[src/rtl/rice_core_ex_result_pipe.sv]
// EX-stage result history: a DEPTH-entry shift pipeline that forwards the youngest
// matching rd to NUM_RS operands, tracks late-value (pending) entries and drives writeback.
module rice_core_ex_result_pipe #(
   parameter int unsigned XLEN   = 32,
   parameter int unsigned DEPTH  = 2,
   parameter int unsigned NUM_RS = 2
) (
   input  logic                     i_clk,
   input  logic                     i_rst,
   input  logic                     i_enable,
   input  logic                     i_stall,
   input  logic                     i_result_valid,
   input  logic [4:0]               i_result_rd,
   input  logic [XLEN-1:0]          i_result_value,
   input  logic                     i_result_pending,
   input  logic                     i_fill_valid,
   input  logic [XLEN-1:0]          i_fill_value,
   input  logic [NUM_RS*5-1:0]      i_rs,
   input  logic [NUM_RS*XLEN-1:0]   i_rs_value,
   output logic [NUM_RS*XLEN-1:0]   o_rs_value,
   output logic [NUM_RS-1:0]        o_rs_hazard,
   output logic                     o_stall_req,
   output logic                     o_wb_valid,
   output logic [4:0]               o_wb_rd,
   output logic [XLEN-1:0]          o_wb_value
);

   typedef struct packed {
      logic            valid;
      logic            pending;
      logic [4:0]      rd;
      logic [XLEN-1:0] value;
   } entry_t;

   entry_t ent_q   [DEPTH];
   entry_t ent_eff [DEPTH];
   logic   advance;
   logic   tail_stall;

   // Every consumer (forwarding, stall, writeback, shift) sees the entries with
   // this cycle's fill already applied, which yields the fill bypass for free.
   always_comb begin : fill_view
      logic found;
      found = 1'b0;
      for (int unsigned k = 0; k < DEPTH; k++) begin
         ent_eff[k] = ent_q[k];
         if (i_fill_valid && !found && ent_q[k].pending) begin
            ent_eff[k].value   = i_fill_value;
            ent_eff[k].pending = 1'b0;
            found              = 1'b1;
         end
      end
   end

   always_comb begin : forward
      logic       matched;
      logic [4:0] rs;
      o_rs_value  = i_rs_value;
      o_rs_hazard = '0;
      matched     = 1'b0;
      rs          = '0;
      for (int unsigned p = 0; p < NUM_RS; p++) begin
         rs      = i_rs[p*5 +: 5];
         matched = 1'b0;
         for (int unsigned k = 0; k < DEPTH; k++) begin
            if (!matched && rs != 5'd0 && ent_eff[k].valid && ent_eff[k].rd == rs) begin
               matched = 1'b1;
               if (ent_eff[k].pending)
                  o_rs_hazard[p] = 1'b1;
               else
                  o_rs_value[p*XLEN +: XLEN] = ent_eff[k].value;
            end
         end
      end
   end

   assign tail_stall  = ent_eff[DEPTH-1].valid && ent_eff[DEPTH-1].pending;
   assign o_stall_req = (|o_rs_hazard) || tail_stall;
   assign advance     = i_enable && !i_stall && !o_stall_req;

   always_comb begin
      o_wb_valid = advance && ent_eff[DEPTH-1].valid && !ent_eff[DEPTH-1].pending &&
                   (ent_eff[DEPTH-1].rd != 5'd0);
      o_wb_rd    = o_wb_valid ? ent_eff[DEPTH-1].rd    : '0;
      o_wb_value = o_wb_valid ? ent_eff[DEPTH-1].value : '0;
   end

   always_ff @(posedge i_clk) begin
      if (i_rst || !i_enable) begin
         for (int unsigned k = 0; k < DEPTH; k++)
            ent_q[k] <= '0;
      end else if (advance) begin
         for (int unsigned k = 1; k < DEPTH; k++)
            ent_q[k] <= ent_eff[k-1];
         ent_q[0] <= '{valid:   i_result_valid,
                       pending: i_result_valid && i_result_pending,
                       rd:      i_result_rd,
                       value:   i_result_value};
      end else begin
         for (int unsigned k = 0; k < DEPTH; k++)
            ent_q[k] <= ent_eff[k];
      end
   end

endmodule

[config.mk]
export PLATFORM = sky130hd
export DESIGN_NAME = rice_core_ex_result_pipe
export DESIGN_NICKNAME = d
export VERILOG_FILES = /design/src/rtl/rice_core_ex_result_pipe.sv
export SDC_FILE = /design/constraint.sdc
export NUM_CORES = 1
export LEC_CHECK = 0
export BUFFER_PORTS_ARGS = -buffer_cell sky130_fd_sc_hd__buf_2
export CORE_MARGIN = 3
export CORE_UTILIZATION = 30
export CTS_CLUSTER_DIAMETER = 60
export DETAILED_ROUTE_END_ITERATION = 8
export RECOVER_POWER = 25
export REMOVE_ABC_BUFFERS = 1
export SLEW_MARGIN = 40
export SYNTH_ARGS = -nofsm -noshare
export SYNTH_HDL_FRONTEND = slang
export SYNTH_SLANG_ARGS = --single-unit
[constraint.sdc]
create_clock -name i_clk -period 6.75 [get_ports i_clk]
set_input_delay 1.35 -clock i_clk [delete_from_list [all_inputs] [get_ports i_clk]]
set_output_delay 1.35 -clock i_clk [all_outputs]
set_load 0.1 [all_outputs]
=== After elaboration in Yosys (flattened, before gate mapping) ===
Memories as Yosys holds them, arrays and structs flattened.
Cells that the tools add are included.

* Bits of input ports: 150
* Word-level logic and storage cells: 78
* Bits in writable memories: 78
* Memories kept: 1
* Register bits after elaboration: 0
* Output and inout port bits: 105

* Mux-type cells: 36
* Equality and inequality tests: 4
* Bitwise operators: 4
* Reductions and logical operators: 33

{| class="wikitable"
|+ Memory list
! memory !! depth !! width !! read ports !! clocked after memory_dff !! write ports !! RTL line !! source
|-
| ent_q || 2 || 39 || 2 || 0 || 2 || 35 || <nowiki>entry_t ent_q [DEPTH];</nowiki>
|}

{| class="wikitable"
|+ Operators by type and width
! kind !! count
|-
| $mux W32 || 11
|-
| $mux W39 || 4
|-
| $eq A5 B5 Y1 || 4
|-
| $logic_and A1 B1 Y1 || 20
|-
| $mux W1 || 20
|-
| $reduce_bool A5 Y1 || 3
|-
| $logic_not A1 Y1 || 7
|-
| $mux W5 || 1
|-
| $or A1 B1 Y1 || 4
|-
| $logic_or A1 B1 Y1 || 2
|-
| $reduce_or A2 Y1 || 1
|}

=== Longest topological paths before layout ===
Gate-level depths: netlist of the first run.

* Word-level depth: 18
* Mapped depth: 7
* Gate-level depth less buffers: 5

=== Worst setup path before layout of the first run ===
No wires, ideal clock.

* Path type: input to output
* From: input port i_rs[7]
* To: output port o_rs_hazard[1]
* Path buffers: 0
* Slack: 0.382 ns
* Stages: 4
* Data required time: 5.400 ns
* Arrival: 5.018 ns
* Cell sequence: or4_1 -> nor2_1 -> or3_1 -> o41ai_1

* Cells in the longest elaborated chain, start to end: 9
* Elaborated cells on any way between the ends: 13
* Those cells by class: eq/ne (2); mux (4); reduce/logical (7)

{| class="wikitable"
|+ Ends and longest elaborated chain
! item !! RTL line !! source
|-
| start: declaration || 18 || <nowiki>input logic [NUM_RS*5-1:0] i_rs,</nowiki>
|-
| $reduce_bool A5 Y1 || 66 || <nowiki>if (!matched && rs != 5'd0 && ent_eff[k].valid && ent_eff[k].rd == rs) begin</nowiki>
|-
| $logic_and A1 B1 Y1 (2 in series) || 66 ||
|-
| $mux W1 || 66 ||
|-
| $logic_not A1 Y1 || 66 ||
|-
| $logic_and A1 B1 Y1 (3 in series) || 66 ||
|-
| $mux W1 * || 66 ||
|-
| end: declaration || 21 || <nowiki>output logic [NUM_RS-1:0] o_rs_hazard,</nowiki>
|}

Mark *: on every way between the ends. The rest lies on a longest branch, timed or not.

=== Worst setup path after layout of the first run ===
* From: input port i_rs[4]
* To: output port o_rs_value[20]

* Cells in the longest elaborated chain, start to end: 9
* Elaborated cells on any way between the ends: 13
* Those cells by class: eq/ne (2); mux (4); reduce/logical (7)

{| class="wikitable"
|+ Ends and longest elaborated chain
! item !! RTL line !! source
|-
| $reduce_bool A5 Y1 || 66 ||
|-
| $logic_and A1 B1 Y1 (2 in series) || 66 ||
|-
| $mux W1 || 66 ||
|-
| $logic_not A1 Y1 || 66 ||
|-
| $logic_and A1 B1 Y1 (3 in series) || 66 ||
|-
| $mux W32 * || 66 ||
|-
| end: declaration || 20 || <nowiki>output logic [NUM_RS*XLEN-1:0] o_rs_value,</nowiki>
|}

Marks and branches as above.

==> results of run 1 <==
-- worst max path at each step --
stage               startpoint             end  cells after the start
global route           i_rs[4]  o_rs_value[12]                      8
CTS                    i_rs[4]  o_rs_value[22]                      8
floorplan              i_rs[7]  o_rs_value[32]                      5
finish                 i_rs[4]  o_rs_value[20]                      8
global placement       i_rs[4]  o_rs_value[22]                      8
detailed placement     i_rs[4]  o_rs_value[22]                      8
-- per-layer routing --
| metal | vias up | wire (um) |
|---|---|---|
| met3 | 11 | 1200 |
| met5 | - | 0 |
| li1 | 2659 | - |
| met2 | 182 | 8740 |
| met1 | 2534 | 8130 |
| met4 | 0 | 213 |
-- area by class of cell --
class,count,share of cell area
Clock inverter,7,0.00780
Timing Repair Buffer,269,0.165
Tap cell,270,0.0405
Sequential cell,78,0.281
Clock buffer,9,0.0270
Multi-Input combinational cell,483,0.475
Inverter,8,0.00360
-- power groups by stage --
stage	Clock [uW]	Sequential [uW]	Combinational (uW)
floorplan	0	585	325
finish	482	580	429
detailed placement	0	590	431
CTS	502	580	432
global placement	0	589	428
global route	522	584	458
-- logic make-up after synthesis --
logic type,count (synthesis),share of synthesized area
compound gates,83,0.134
flops,78,0.374
other cells,1,0.000599
mux,209,0.340
xor+xnor,20,0.0280
buf+inv,47,0.0378
simple gates,105,0.0856
-- Yosys cell counts, drive strengths merged (2+ instances only) --
| cell type | instances | area share |
|---|---|---|
| xor2 | 10 | 0.014 |
| nand2 | 11 | 0.0070 |
| buf | 32 | 0.029 |
| a221o | 5 | 0.0080 |
| clkbuf | 7 | 0.0042 |
| xnor2 | 10 | 0.014 |
| nor3 | 10 | 0.0088 |
| mux2 | 27 | 0.049 |
| a21oi | 2 | 0.0016 |
| and2 | 19 | 0.019 |
| nand4 | 3 | 0.0030 |
| nand2b | 2 | 0.0020 |
| o2bb2ai | 32 | 0.045 |
| inv | 8 | 0.0048 |
| and3 | 3 | 0.0030 |
| nor2 | 40 | 0.024 |
| or3 | 2 | 0.0020 |
| nor4 | 3 | 0.0040 |
| mux2i | 182 | 0.29 |
| nand3 | 5 | 0.0040 |
| or4 | 2 | 0.0024 |
| o22ai | 34 | 0.064 |
| edfxtp | 78 | 0.37 |
-- through the flow --
step / setup TNS (ns) / total power (uW)
after floorplan: -41.69 / 910
after global placement: 0 / 1020
after detailed placement: 0 / 1020
after CTS: 0 / 1510
after global routing: 0 / 1560
final: 0 / 1490
==> flow_metrics.env, run 1 <==
export IMPL_area_delta_synth_final_pct=33.3
export IMPL_post_drt_via_cell_ratio=4.79
export IMPL_leakage_uw=0.00389
export IMPL_cp_top_family="simple AND/OR/NAND/NOR gates"
export IMPL_register_area_um2=2340
export IMPL_grt_remaining_overflow=0
export IMPL_r2r_end="ent_q[0][12]"
export IMPL_hold_viol=0
export IMPL_grt_max_degree=60
export IMPL_final_common_cell="buf_2"
export IMPL_path_buf_inv=3
export IMPL_reg2regPathDepth=6
export IMPL_finalInstanceArea_um2=8340
export IMPL_grtUsageMet3=0.0337
export IMPL_p_clk_frac=0.323
export IMPL_io_pins=255
export IMPL_hold_end="ent_q[0][72]"
export IMPL_die_w_um=150
export IMPL_irDropWorstVdd_mv=0.0987
export IMPL_antenna_left=0
export IMPL_worstReg2RegStart="ent_q[0][37]"
export IMPL_numCtsBuffers=9
export IMPL_diodes=0
export IMPL_gr_usage_met2=0.262
export IMPL_comb_power_share=0.288
export IMPL_max_freq_ghz=0.183
export IMPL_top_usage_layer="met2"
export IMPL_htree_levels=3
export IMPL_arrival_ns=4.10
export IMPL_yosysUniqueCellTypes=46
export IMPL_antenna_found_initial=0
export IMPL_drv_cap=2
export IMPL_die_area_um2=22600
export IMPL_grt_pass1_wl_mm=27.8
export IMPL_cts_tree="yes"
export IMPL_dp_cells=1108
export IMPL_slowest_delay_ns=0.71
export IMPL_violations="max-capacitance violations, max-slew violations"
export IMPL_wl_per_cell_um=16.3
export IMPL_critical_path_slowest_cell="and3_2"
export IMPL_skew_ns=0.00734
export IMPL_hpwl_mm=14.2
export IMPL_hold_slack_ns=0.640
export IMPL_post_cts_buffers=0
export IMPL_drive_above_1_share=0.404
export IMPL_setup_violations=0
export IMPL_io_buffers=254
export IMPL_setup_slack_ns=1.30
export IMPL_cp_max_fo=19
export IMPL_yosys_warnings=0
export IMPL_path_cells="buf_2 > xor2_1 > nor4_1 > and3_2 > buf_4 > mux2i_1 > mux2i_1 > buf_2"
export IMPL_start_util=0.307
export IMPL_synthArstFlopShare=0
export IMPL_dpl_worst_slack_ns=1.28
export IMPL_clock_latency_ns=0.34
export IMPL_final_nets=999
export IMPL_synth_edf_count=78
export IMPL_first_iter_violations=219
export IMPL_grt_pass1_vias=5245
export IMPL_cts_root_buf="clkbuf_16"
export IMPL_switchingPower_uw=522
export IMPL_slew_headroom=-0.471
export IMPL_criticalPathCategory="input port to output pin"
export IMPL_row_count=52
export IMPL_syn_area_um2=6260
export IMPL_ctsLongestPathBuffers=2
export IMPL_swShare=0.350
export IMPL_grt_usage=0.157
export IMPL_final_util=0.410
export IMPL_seq_area_frac_synth=0.374
export IMPL_routabilityCongestion=0.821
export IMPL_die_y_um=150
export IMPL_max_slew_worst_pin_slew_ns=2.21
export IMPL_rrSetupSlack_ns=3.10
export IMPL_clock_sinks=78
export IMPL_place_area_um2=8080
export IMPL_required_ns=5.40
export IMPL_p_int_uw=970
export IMPL_end_kind="output pin"
export IMPL_syn_inst=543
export IMPL_finalMaxSlewViolations=79
export IMPL_synth_seq_cells=78
export IMPL_cts_hold_buf=0
export IMPL_routed_wirelength_mm=18.3
export IMPL_status="finished, violations left"
export IMPL_hold_depth=1
export IMPL_fin_crit_ns=5.45
export IMPL_multiInputGateArea_um2=3960
export IMPL_rsz0062_at_grt="false"
export IMPL_use_met1=0.205
export IMPL_clk_pin_slew_ns=0.06
export IMPL_first_pass_iters=5
export IMPL_hold_start="ent_q[0][33]"
export IMPL_n_fill_cell=2019
export IMPL_layout_common_cells="buf_2, mux2i_1, edfxtp_1, conb_1, nor2_1"
export IMPL_drc_errors=0
export IMPL_seqPwrFrac=0.389
export IMPL_powerDensity_nw_per_um2=179
export IMPL_largestRegisters="ent_q: 78 flops"
export IMPL_largest_reg_flops=78
export IMPL_ys_flop_type="edfxtp_1"
export IMPL_period_share=0.808
export IMPL_core_um2=20400
export IMPL_final_cells=1124
export IMPL_ctsResizeCount=0
export IMPL_hp_class="flop to flop"
export IMPL_syn_avg_cell_area_um2=11.5
export IMPL_cp_start_kind="input port"
export IMPL_vias=5386
export IMPL_largest_register="ent_q"
Note: power is estimated with default switching activity, not from simulation.
==> run 2: changes to the inputs <==
Clock period 6.75 ns to 5.25 ns, I/O delays scaled along.
==> flow_metrics.env, run 2 (synthesis gave the netlist of run 1 again) <==
export IMPL_gr_usage_met2=0.261
export IMPL_path_buf_inv=2
export IMPL_routed_wirelength_mm=18.5
export IMPL_final_common_cell="buf_2"
export IMPL_post_drt_via_cell_ratio=4.81
export IMPL_final_nets=999
export IMPL_core_um2=20400
export IMPL_die_area_um2=22600
export IMPL_numCtsBuffers=9
export IMPL_use_met1=0.204
export IMPL_routabilityCongestion=0.836
export IMPL_drive_above_1_share=0.407
export IMPL_wl_per_cell_um=16.5
export IMPL_cts_root_buf="clkbuf_16"
export IMPL_hp_class="flop to flop"
export IMPL_place_area_um2=8110
export IMPL_criticalPathCategory="input port to output pin"
export IMPL_grt_max_degree=78
export IMPL_rsz0062_at_grt="false"
export IMPL_htree_levels=3
export IMPL_largest_register="ent_q"
export IMPL_clock_sinks=78
export IMPL_setup_violations=0
export IMPL_violations="max-capacitance violations, max-slew violations"
export IMPL_cts_hold_buf=0
export IMPL_layout_common_cells="buf_2, mux2i_1, edfxtp_1, conb_1, nor2_1"
export IMPL_dp_cells=1108
export IMPL_cp_start_kind="input port"
export IMPL_final_cells=1125
export IMPL_clock_latency_ns=0.34
export IMPL_largest_reg_flops=78
export IMPL_finalInstanceArea_um2=8410
export IMPL_finalMaxSlewViolations=123
export IMPL_hpwl_mm=14.0
export IMPL_top_usage_layer="met2"
export IMPL_die_w_um=150
export IMPL_antenna_left=0
export IMPL_hold_viol=0
export IMPL_vias=5415
export IMPL_io_buffers=254
export IMPL_first_iter_violations=182
export IMPL_leakage_uw=0.00392
export IMPL_path_cells="buf_2 > xor2_1 > nor4_1 > nand4_1 > a21oi_1 > a221o_1 > buf_2"
export IMPL_irDropWorstVdd_mv=0.137
export IMPL_skew_ns=0.00757
export IMPL_max_slew_worst_pin_slew_ns=2.33
export IMPL_die_y_um=150
export IMPL_cp_common_cell="buf_2"
export IMPL_n_fill_cell=2044
export IMPL_start_util=0.307
export IMPL_drv_cap=2
export IMPL_ctsLongestPathBuffers=2
export IMPL_powerDensity_nw_per_um2=235
export IMPL_row_count=52
export IMPL_end_kind="output pin"
export IMPL_fin_setup_tns_ns=0
export IMPL_drc_errors=0
export IMPL_slew_headroom=-0.553
export IMPL_status="finished, violations left"
export IMPL_grtUsageMet3=0.0355
export IMPL_grt_pass1_wl_mm=27.8
export IMPL_max_freq_ghz=0.217
export IMPL_cp_top_family="simple AND/OR/NAND/NOR gates"
export IMPL_antenna_found_initial=0
export IMPL_grt_remaining_overflow=0
export IMPL_critical_path_slowest_cell="nor4_1"
export IMPL_first_pass_iters=4
export IMPL_arrival_ns=3.56
export IMPL_post_cts_buffers=0
export IMPL_grt_usage=0.156
export IMPL_cp_max_fo=5
export IMPL_period_share=0.879
export IMPL_slowest_delay_ns=0.67
export IMPL_largestRegisters="ent_q: 78 flops"
export IMPL_grt_pass1_vias=5149
export IMPL_required_ns=4.20
export IMPL_clk_pin_slew_ns=0.06
export IMPL_area_delta_synth_final_pct=34.4
export IMPL_io_pins=255
export IMPL_cts_tree="yes"
export IMPL_ctsResizeCount=0
export IMPL_fin_crit_ns=4.61
[run 2: stage by stage]
| step | utilization | hold WS (ns) | setup slack, ns | power (uW) |
|---|---|---|---|---|
| after CTS | 0.414 | 0.644 | 0.698 | 2000 |
| after floorplan | - | 0.593 | -2.20 | 1170 |
| after global placement | 0.398 | 0.627 | 0.752 | 1310 |
| after detailed placement | 0.398 | 0.629 | 0.707 | 1310 |
| final | 0.413 | 0.648 | 0.635 | 1970 |
| after global routing | 0.413 | 0.682 | 0.402 | 2060 |
[run 2: final timing paths]
| kind | slack (ns) | startpoint | depth (start not counted) | end |
|---|---|---|---|---|
| min | 0.65 | ent_q[0][15] | 2 | ent_q[0][54] |
| max | 0.64 | i_rs[4] | 7 | o_rs_value[30] |
| min reg2reg | 0.65 | ent_q[0][15] | 2 | ent_q[0][54] |
| max reg2reg | 1.56 | ent_q[0][36] | 6 | ent_q[0][39] |
[run 2: cell type report]
| class | count | area [um2] | share of cell area |
|---|---|---|---|
| Clock inverter | 6 | 86.3 | 0.0103 |
| Sequential cell | 78 | 2340 | 0.278 |
| Tap cell | 270 | 338 | 0.0402 |
| Clock buffer | 10 | 229 | 0.0272 |
| Antenna cell | 1 | 2.50 | 0.000297 |
| Multi-Input combinational cell | 483 | 3970 | 0.471 |
| Timing Repair Buffer | 269 | 1420 | 0.169 |
| Inverter | 8 | 30.0 | 0.00357 |
[run 2: power breakdown]
| part | switching, uW | internal [uW] |
|---|---|---|
| Clock | 259 | 415 |
| Sequential | 18.5 | 727 |
| Combinational | 397 | 157 |
| Total | 674 | 1300 |
[run 2: worst register-to-register path: stages (launching register included)]
cell	delay (ns)
edfxtp_1	0.44
xor2_1	0.17
nor4_1	0.67
a31o_1	0.46
o31ai_4	0.08
clkbuf_2	1.06
o22ai_1	0.63
[run 2: metal layers]
metal / wire [um] / up-vias / share of wire
li1: - / 2659 / -
met1: 8240 / 2561 / 0.44
met2: 8940 / 182 / 0.48
met3: 1150 / 13 / 0.062
met4: 206 / 0 / 0.011
met5: 0 / - / 0
==> run 3: changes to the inputs <==
Settings changed: SKIP_CTS_REPAIR_TIMING set to 1, SLEW_MARGIN 40 to not set.
Clock period 5.25 ns to 5 ns, I/O delays scaled along.
==> flow_metrics.env, run 3 (synthesis gave the netlist of run 1 again) <==
export IMPL_area_delta_synth_final_pct=47.6
export IMPL_r2r_end="ent_q[0][40]"
export IMPL_first_pass_iters=4
export IMPL_powerDensity_nw_per_um2=227
export IMPL_ctsLongestPathBuffers=2
export IMPL_max_slew_worst_pin_slew_ns=2.38
export IMPL_status="finished, violations left"
export IMPL_worstReg2RegStart="ent_q[0][37]"
export IMPL_n_fill_cell=1932
export IMPL_routabilityCongestion=0.923
export IMPL_setup_violations=0
export IMPL_start_util=0.307
export IMPL_die_y_um=150
export IMPL_clock_latency_ns=0.33
export IMPL_hold_slack_ns=0.642
export IMPL_clk_pin_slew_ns=0.06
export IMPL_grt_pass1_vias=5542
export IMPL_post_drt_via_cell_ratio=4.88
export IMPL_final_cells=1126
export IMPL_drc_errors=0
export IMPL_cp_max_fo=75
export IMPL_io_buffers=254
export IMPL_die_w_um=150
export IMPL_antenna_found_initial=0
export IMPL_grt_pass1_wl_mm=29.6
export IMPL_comb_power_share=0.300
export IMPL_wl_per_cell_um=17.2
export IMPL_arrival_ns=4.45
export IMPL_hpwl_mm=15.1
export IMPL_dp_cells=1109
export IMPL_period_share=0.891
export IMPL_numCtsBuffers=9
export IMPL_final_common_cell="buf_2"
export IMPL_finalMaxSlewViolations=121
export IMPL_rsz0062_at_grt="false"
export IMPL_rrSetupSlack_ns=1.20
export IMPL_hp_class="flop to flop"
export IMPL_first_iter_violations=148
export IMPL_hold_end="ent_q[0][74]"
export IMPL_end_kind="flop"
export IMPL_routed_wirelength_mm=19.3
export IMPL_violations="max-capacitance violations, max-slew violations"
export IMPL_p_int_uw=1400
export IMPL_power_uw=2100
export IMPL_grt_max_degree=76
export IMPL_hold_depth=1
export IMPL_htree_levels=3
export IMPL_core_um2=20400
export IMPL_fin_setup_tns_ns=0
export IMPL_grt_remaining_overflow=0
export IMPL_die_area_um2=22600
export IMPL_final_nets=1000
export IMPL_grt_usage=0.166
export IMPL_layout_common_cells="buf_2, mux2i_1, edfxtp_1, conb_1, buf_12"
export IMPL_hold_viol=0
export IMPL_fin_crit_ns=4.45
export IMPL_switchingPower_uw=700
export IMPL_irDropWorstVdd_mv=0.152
export IMPL_antenna_left=0
export IMPL_cts_tree="yes"
export IMPL_cp_start_kind="input port"
export IMPL_criticalPathCategory="input port to flop"
export IMPL_io_pins=255
export IMPL_largest_reg_flops=78
export IMPL_required_ns=5.00
export IMPL_largestRegisters="ent_q: 78 flops"
export IMPL_seqPwrFrac=0.373
export IMPL_hold_start="ent_q[0][35]"
export IMPL_skew_ns=0.00852
export IMPL_leakage_uw=0.00415
export IMPL_clock_sinks=78
export IMPL_max_freq_ghz=0.225
export IMPL_drv_cap=2
export IMPL_largest_register="ent_q"
export IMPL_reg2regPathDepth=6
export IMPL_p_clk_frac=0.327
export IMPL_slew_headroom=-0.587
export IMPL_row_count=52
export IMPL_vias=5492
export IMPL_cts_root_buf="clkbuf_16"
export IMPL_drive_above_1_share=0.402
export IMPL_swShare=0.333
==> run 3: cell types whose count changed in the layout (fill, tap and decap cells not counted), moves of 2 or more <==
| cell | previous run | this run |
|---|---|---|
| clkinv_1 | 1 | 3 |
| buf_2 | 251 | 194 |
| o22ai_2 | 30 | 28 |
| clkinvlp_4 | 3 | 0 |
| buf_12 | 3 | 60 |
| o22ai_1 | 4 | 6 |
==> run 3: metrics by stage <==
step	util	setup WS (ns)	instance area, um2
floorplan	-	-2.35	6290
global placement	0.441	0.625	8970
detailed placement	0.441	0.583	8970
CTS	0.456	0.588	9280
global route	0.453	0.265	9230
finish	0.453	0.546	9240
==> run 3: layout make-up <==
type	count	area [um2]	area share
clock inverter	6	76.3	0.00826
inverter	8	30.0	0.00325
antenna	1	2.50	0.000271
multi-input combinational	483	3940	0.426
sequential	78	2340	0.254
timing repair buffer	270	2280	0.247
clock buffer	10	229	0.0248
tap	270	338	0.0366
==> run 3: power by group through the flow <==
stage	Sequential (uW)	Clock (uW)	Combinational, uW
2_1_floorplan	790	0	438
3_3_place_gp	795	0	630
3_5_place_dp	797	0	635
4_1_cts	783	713	637
5_1_grt	787	743	670
6_report	783	686	631
==> run 3: worst max-delay path by stage <==
stage	from	to	slack, ns	cells past startpoint
finish	i_rs[1]	ent_q[0][40]	0.55	7
global route	i_rs[6]	ent_q[0][9]	0.26	7
CTS	i_rs[1]	o_wb_rd[1]	0.59	7
detailed placement	i_rs[1]	o_wb_rd[1]	0.58	7
global placement	i_rs[1]	o_wb_rd[0]	0.63	7
floorplan	i_rs[7]	o_rs_value[32]	-2.35	5
==> run 3: critical path, stage by stage <==
cell and delay [ns]:
buf_2 0.12, or4_1 0.55, or2_4 0.27, a31o_1 0.27, o31ai_1 0.48, clkbuf_2 1.51, o22ai_1 0.20
==> run 3: layer usage <==
layer	up-vias	wire length, um	global-route usage
li1	2659	-	-
met1	2604	8190	0.215
met2	211	9370	0.275
met3	18	1480	0.0424
met4	0	277	0.0508
met5	-	0	0
